**config.mk**
```make
export PLATFORM = sky130hd
export DESIGN_NAME = line_clear_engine
export DESIGN_NICKNAME = d
export VERILOG_FILES = /design/src/rtl/line_clear_engine.sv
export SDC_FILE = /design/constraint.sdc
export NUM_CORES = 1
export LEC_CHECK = 0
export ABC_AREA = 0
export CAP_MARGIN = 20
export CORE_UTILIZATION = 42
export DETAILED_ROUTE_END_ITERATION = 8
export PLACE_DENSITY = 0.78
export SLEW_MARGIN = 40
export SYNTH_ARGS = -nofsm -noshare
export SYNTH_HDL_FRONTEND = slang
export SYNTH_SLANG_ARGS = --single-unit
```
**constraint.sdc**
```tcl
create_clock -name clk -period 2.3 [get_ports clk]
set_input_delay 0.46 -clock clk [delete_from_list [all_inputs] [get_ports clk]]
set_output_delay 0.46 -clock clk [all_outputs]
set_load 0.005 [all_outputs]
```
**src/rtl/line_clear_engine.sv**
```systemverilog
`default_nettype none
// ============================================================================
// Module      : line_clear_engine
// Description : Line-clear engine for a falling-block game board. On start_i
//               it loads a settled board, scans rows bottom-up, collapses
//               every full row (rows above drop by one) and, on completion,
//               reports the number of cleared rows and adds points to a
//               saturating score register.
// Configuration:
//               LINE_BONUS_EN defined   -> points 0,1,3,5,8 for k=0,1,2,3,>=4
//               LINE_BONUS_EN undefined -> points equal to rows cleared (k)
// Ports       :
//   clk      in   rising-edge clock
//   reset    in   asynchronous active-low reset
//   start_i  in   begin processing board_i (sampled only in IDLE)
//   clear_i  in   new-game request, zeroes the score on the next edge
//   board_i  in   [ROWS-1:0][COLS-1:0] settled board, row 0 = bottom
//   board_o  out  [ROWS-1:0][COLS-1:0] working / result board
//   busy_o   out  high in SCAN and SHIFT
//   done_o   out  one-cycle completion pulse (DONE state)
//   lines_o  out  rows cleared by the last operation
//   score_o  out  accumulated, saturating score
// Revision    : 1.0 - initial release
// ============================================================================
module line_clear_engine #(
    parameter int ROWS    = 20,
    parameter int COLS    = 10,
    parameter int SCORE_W = 8
) (
    input  logic                          clk,
    input  logic                          reset,
    input  logic                          start_i,
    input  logic                          clear_i,
    input  logic [ROWS-1:0][COLS-1:0]     board_i,
    output logic [ROWS-1:0][COLS-1:0]     board_o,
    output logic                          busy_o,
    output logic                          done_o,
    output logic [$clog2(ROWS+1)-1:0]     lines_o,
    output logic [SCORE_W-1:0]            score_o
);

    localparam int KW   = $clog2(ROWS + 1);
    localparam int RW   = (ROWS > 1) ? $clog2(ROWS) : 1;
    localparam int PW   = (KW > 4) ? KW : 4;
    localparam int SUMW = ((SCORE_W > PW) ? SCORE_W : PW) + 1;

    localparam logic [RW-1:0]   LAST_ROW  = RW'(ROWS - 1);
    localparam logic [SUMW-1:0] SCORE_MAX = {{(SUMW-SCORE_W){1'b0}}, {SCORE_W{1'b1}}};

    typedef enum logic [1:0] {
        S_IDLE  = 2'd0,
        S_SCAN  = 2'd1,
        S_SHIFT = 2'd2,
        S_DONE  = 2'd3
    } state_t;

    state_t                      state_q;
    logic [ROWS-1:0][COLS-1:0]   board_q;
    logic [RW-1:0]               r_q;
    logic [KW-1:0]               k_q;
    logic [KW-1:0]               lines_q;
    logic [SCORE_W-1:0]          score_q;
    logic                        busy_q;
    logic                        done_q;

    logic                        row_full_d;
    logic [ROWS-1:0][COLS-1:0]   shift_board_d;
    logic [PW-1:0]               points_d;
    logic [SUMW-1:0]             sum_d;
    logic [SCORE_W-1:0]          sat_score_d;

    // Row under the scan pointer is full when every cell is occupied.
    always_comb begin
        row_full_d = &board_q[r_q];
    end

    // Collapse row r: everything at or above r drops one row; the top row
    // always becomes empty because r never exceeds ROWS-1.
    always_comb begin
        shift_board_d = board_q;
        for (int i = 0; i < ROWS - 1; i++) begin
            if (RW'(i) >= r_q) begin
                shift_board_d[i] = board_q[i+1];
            end
        end
        shift_board_d[ROWS-1] = '0;
    end

    // Points for the operation, derived from the final line count.
    always_comb begin
        points_d = '0;
`ifdef LINE_BONUS_EN
        case (int'(k_q))
            0:       points_d = PW'(0);
            1:       points_d = PW'(1);
            2:       points_d = PW'(3);
            3:       points_d = PW'(5);
            default: points_d = PW'(8);
        endcase
`else
        points_d = PW'(k_q);
`endif
    end

    // Saturating accumulate: the sum is one bit wider than either operand so
    // overflow is detected before truncation.
    always_comb begin
        sum_d       = SUMW'(score_q) + SUMW'(points_d);
        sat_score_d = (sum_d > SCORE_MAX) ? {SCORE_W{1'b1}} : sum_d[SCORE_W-1:0];
    end

    always_ff @(posedge clk or negedge reset) begin
        if (!reset) begin
            state_q <= S_IDLE;
            board_q <= '0;
            r_q     <= '0;
            k_q     <= '0;
            lines_q <= '0;
            score_q <= '0;
            busy_q  <= 1'b0;
            done_q  <= 1'b0;
        end else begin
            done_q <= 1'b0;
            case (state_q)
                S_IDLE: begin
                    if (start_i) begin
                        board_q <= board_i;
                        r_q     <= '0;
                        k_q     <= '0;
                        busy_q  <= 1'b1;
                        state_q <= S_SCAN;
                    end
                end
                S_SCAN: begin
                    if (row_full_d) begin
                        state_q <= S_SHIFT;
                    end else if (r_q == LAST_ROW) begin
                        // Results are registered on entry so they are
                        // visible during the DONE cycle itself.
                        busy_q  <= 1'b0;
                        done_q  <= 1'b1;
                        lines_q <= k_q;
                        score_q <= sat_score_d;
                        state_q <= S_DONE;
                    end else begin
                        r_q <= r_q + RW'(1);
                    end
                end
                S_SHIFT: begin
                    // r is kept so the row that dropped into place is re-tested.
                    board_q <= shift_board_d;
                    k_q     <= k_q + KW'(1);
                    state_q <= S_SCAN;
                end
                S_DONE: begin
                    state_q <= S_IDLE;
                end
                default: begin
                    state_q <= S_IDLE;
                end
            endcase
            // New-game clear has priority over any score update.
            if (clear_i) begin
                score_q <= '0;
            end
        end
    end

    assign board_o = board_q;
    assign busy_o  = busy_q;
    assign done_o  = done_q;
    assign lines_o = lines_q;
    assign score_o = score_q;

endmodule
`default_nettype wire
```
==> impl_metrics.json <==
{
  "ys_async_sr_fraction_pct": 100,
  "final_nets": 2117,
  "multi_input_area_mm2": 0.00643,
  "synthTopCellsByArea": "dfrtp_1, mux2i_1, o21ai_0",
  "fin_ws_ps": -477,
  "fmax_mhz": 360,
  "worstMarginPinSlew_ps": 558,
  "avgSynthCellArea_um2": 9.59,
  "cts-root-buf": "clkbuf_16",
  "floorplan.initialDensity_pct": 42.9,
  "synth_top_area_share_pct": 45.9,
  "fp.dieH_um": 174,
  "r2r_cells": 13,
  "grt.busiest_layer": "met2",
  "insertion_delay_ps": 530,
  "rr_endpoint": "lines_o[0]",
  "first_pass_iters": 6,
  "grt_pass1_vias": 12900,
  "dp.final_hpwl_um": 38700,
  "io_buffers": 418,
  "post-route-period-util_pct": 121,
  "startpoint_type": "register",
  "hold_viol_final": 0,
  "grtUsageMet1_pct": 43.3,
  "power_density_mw_per_mm2": 1310,
  "use_met3_pct": 5.81,
  "routed_via_density": 5.54,
  "failed_checks": "setup timing",
  "setup.worst_path.end_class": "register",
  "synth_common_cells": "mux2i_1, nand2_1, dfrtp_1, o21ai_0, clkbuf_1",
  "fin_crit_ps": 2780,
  "num_io_pins": 419,
  "path_clk_slew_ps": 60,
  "power_mw": 26.2,
  "grt_usage_pct": 33.1,
  "yosysWarnings": 0,
  "slew_headroom_pct": 62.8,
  "path_class": "reg -> reg",
  "vias": 12800,
  "finalWirelength_um": 50900,
  "outcome": "complete, but fails checks",
  "h-tree-depth": 1,
  "gp_congestion": 0.998,
  "synth.largest_area_cell": "dfrtp_1",
  "cp_max_fo": 12,
  "regArea_mm2": 0.00569,
  "wl_per_cell_um": 22.0,
  "clock_path_buffers": 3,
  "core-area_mm2": 0.0289,
  "yosysUniqueCellTypes": 51,
  "nFillCells": 2123,
  "route.detailed.drc": 0,
  "finalMaxSlewViolations": 0,
  "r2r_slack_ps": -480,
  "rsz0062_at_grt": "yes",
  "synth-edff-count": 0,
  "rows": 62,
  "ys_ff_latch": 227,
  "clock_skew_ps": 12.5,
  "synth_nets": 1504,
  "cts_tree": "yes",
  "drt.antenna.violating_nets": 0,
  "drt_iter0_drc": 1105,
  "die-area_mm2": 0.0302,
  "use_met2_pct": 56.2,
  "grt_first_pass_wirelength_um": 77000,
  "die_w_um": 174,
  "antenna_found_initial": 1,
  "cts_sinks": 227,
  "ir_drop_uv": 740,
  "cts-buffers-inserted": 26,
  "synthToLayoutAreaGrowth_pct": 62.1,
  "drive_above_1_share_pct": 19.6,
  "ys_seq_area_share_pct": 45.9,
  "syn_area_mm2": 0.0124,
  "hp-class": "in -> async",
  "post-synth-top-count-cell": "mux2i_1",
  "setup_viol": 22,
  "grt-ovfl-total": 0,
  "place_ws_ps": -558,
  "grt_max_degree": 66,
  "critPathArrivalTime_ps": 3190,
  "critPathRequiredTime_ps": 2710,
  "synth_cells": 1290,
  "synth_ff_type": "dfrtp_1",
  "crit-reg2reg-launch": "r_q[0]",
  "drv_cap": 0,
  "p_leak_nw": 8.59
}
## worst max-delay path, cell delays in order (launching register included)
cell and delay, ps:
dfrtp_4 520, buf_12 170, buf_12 150, mux2i_1 120
o22ai_1 190, nand2_1 130, nand3_1 130, nand2_2 70
nor4_4 310, buf_4 190, a211oi_4 70, buf_12 160
buf_4 130, mux2_4 280
## cell families (layout without fill, tap and decap cells)
logic type      after synthesis  count (layout)  share of synthesized area, %
buf+inv                     111             743                          4.26
xor+xnor                      5               5                         0.354
other cells                   0               2                             0
fa+ha+maj                    10              10                          1.07
mux                         268             268                          21.9
flops                       227             227                          45.9
compound gates              329             329                          15.3
simple gates                340             340                          11.2
## metal layers
| layer | share of wire, % | vias to the layer above |
|---|---|---|
| met5 | 0 | - |
| met3 | 7.8 | 84 |
| li1 | - | 5816 |
| met4 | 2.8 | 0 |
| met2 | 49 | 671 |
| met1 | 41 | 6213 |
## report_power, final
| group | switching [mW] | leakage, nW | internal, mW |
|---|---|---|---|
| Combinational | 6.39 | 5.36 | 8.12 |
| Clock | 1.72 | 0.427 | 2.45 |
| Sequential | 1.81 | 2.80 | 5.76 |
## registers in the layout, summed over array words and instances, names as in the netlist
signal and count:
board_o 200, busy_o 1, done_o 1, k_q 5
lines_o 5, r_q 5, score_o 8, state_q 2
## layout by cell type, fill, tap and decap left out, types with 5 or more instances in the layout
cell / count
buf_12: 23
o22ai_2: 6
a31oi_1: 32
a21oi_2: 5
nor2_1: 47
buf_4: 236
nand2b_1: 5
nand3_1: 16
mux2_4: 7
inv_1: 10
clkbuf_8: 6
mux2i_1: 246
clkinv_2: 7
o21ai_1: 21
mux2i_4: 8
nor2b_1: 5
a22o_1: 10
nand2_1: 243
o22ai_1: 45
nand2_2: 7
clkdlybuf4s50_1: 417
dfrtp_1: 225
mux2i_2: 7
o21ai_0: 177
clkbuf_16: 29
ha_1: 8
buf_6: 5
a21oi_1: 11
## timing repair
action / 4_1_cts / 5_1_grt
endpoints found under the hold margin: 59 / 0
gates resized for setup: 35 / 19
pin swaps: 2 / 3
hold buffers: 1 / 0
setup buffers: 4 / 3
setup endpoints to repair: 21 / 25
gates cloned: 1 / 2
## how the worst max path moves through the flow
stage	start	end	slack, ps
5_1_grt	r_q[0]	score_o[4]	-540
6_report	r_q[0]	lines_o[0]	-480
3_3_place_gp	r_q[0]	score_o[7]	-570
2_1_floorplan	r_q[0]	lines_o[0]	-70
4_1_cts	r_q[0]	score_o[7]	-440
3_5_place_dp	r_q[0]	score_o[7]	-560
## layout make-up
cell class | count | share of cell area, %
tap | 384 | 2.39
multi-input combinational | 952 | 32.0
inverter | 10 | 0.187
clock buffer | 36 | 3.84
timing repair buffer | 686 | 32.7
clock inverter | 11 | 0.455
sequential | 227 | 28.3
antenna | 2 | 0.0249
## per-stage QoR
stage          hold WS [ps]  cells  utilization [%]  cell area [µm²]  TNS, ps
2_1_floorplan           164   1290                -            12400     -471
3_3_place_gp            443   2248             65.3            18800    -8430
3_5_place_dp            447   2248             65.3            18800    -8450
4_1_cts                 469   2301             69.0            19900    -6910
5_1_grt                 492   2307             69.5            20100    -9210
6_report                454   2308             69.5            20100    -7680
(Power assumes the default switching activity.)
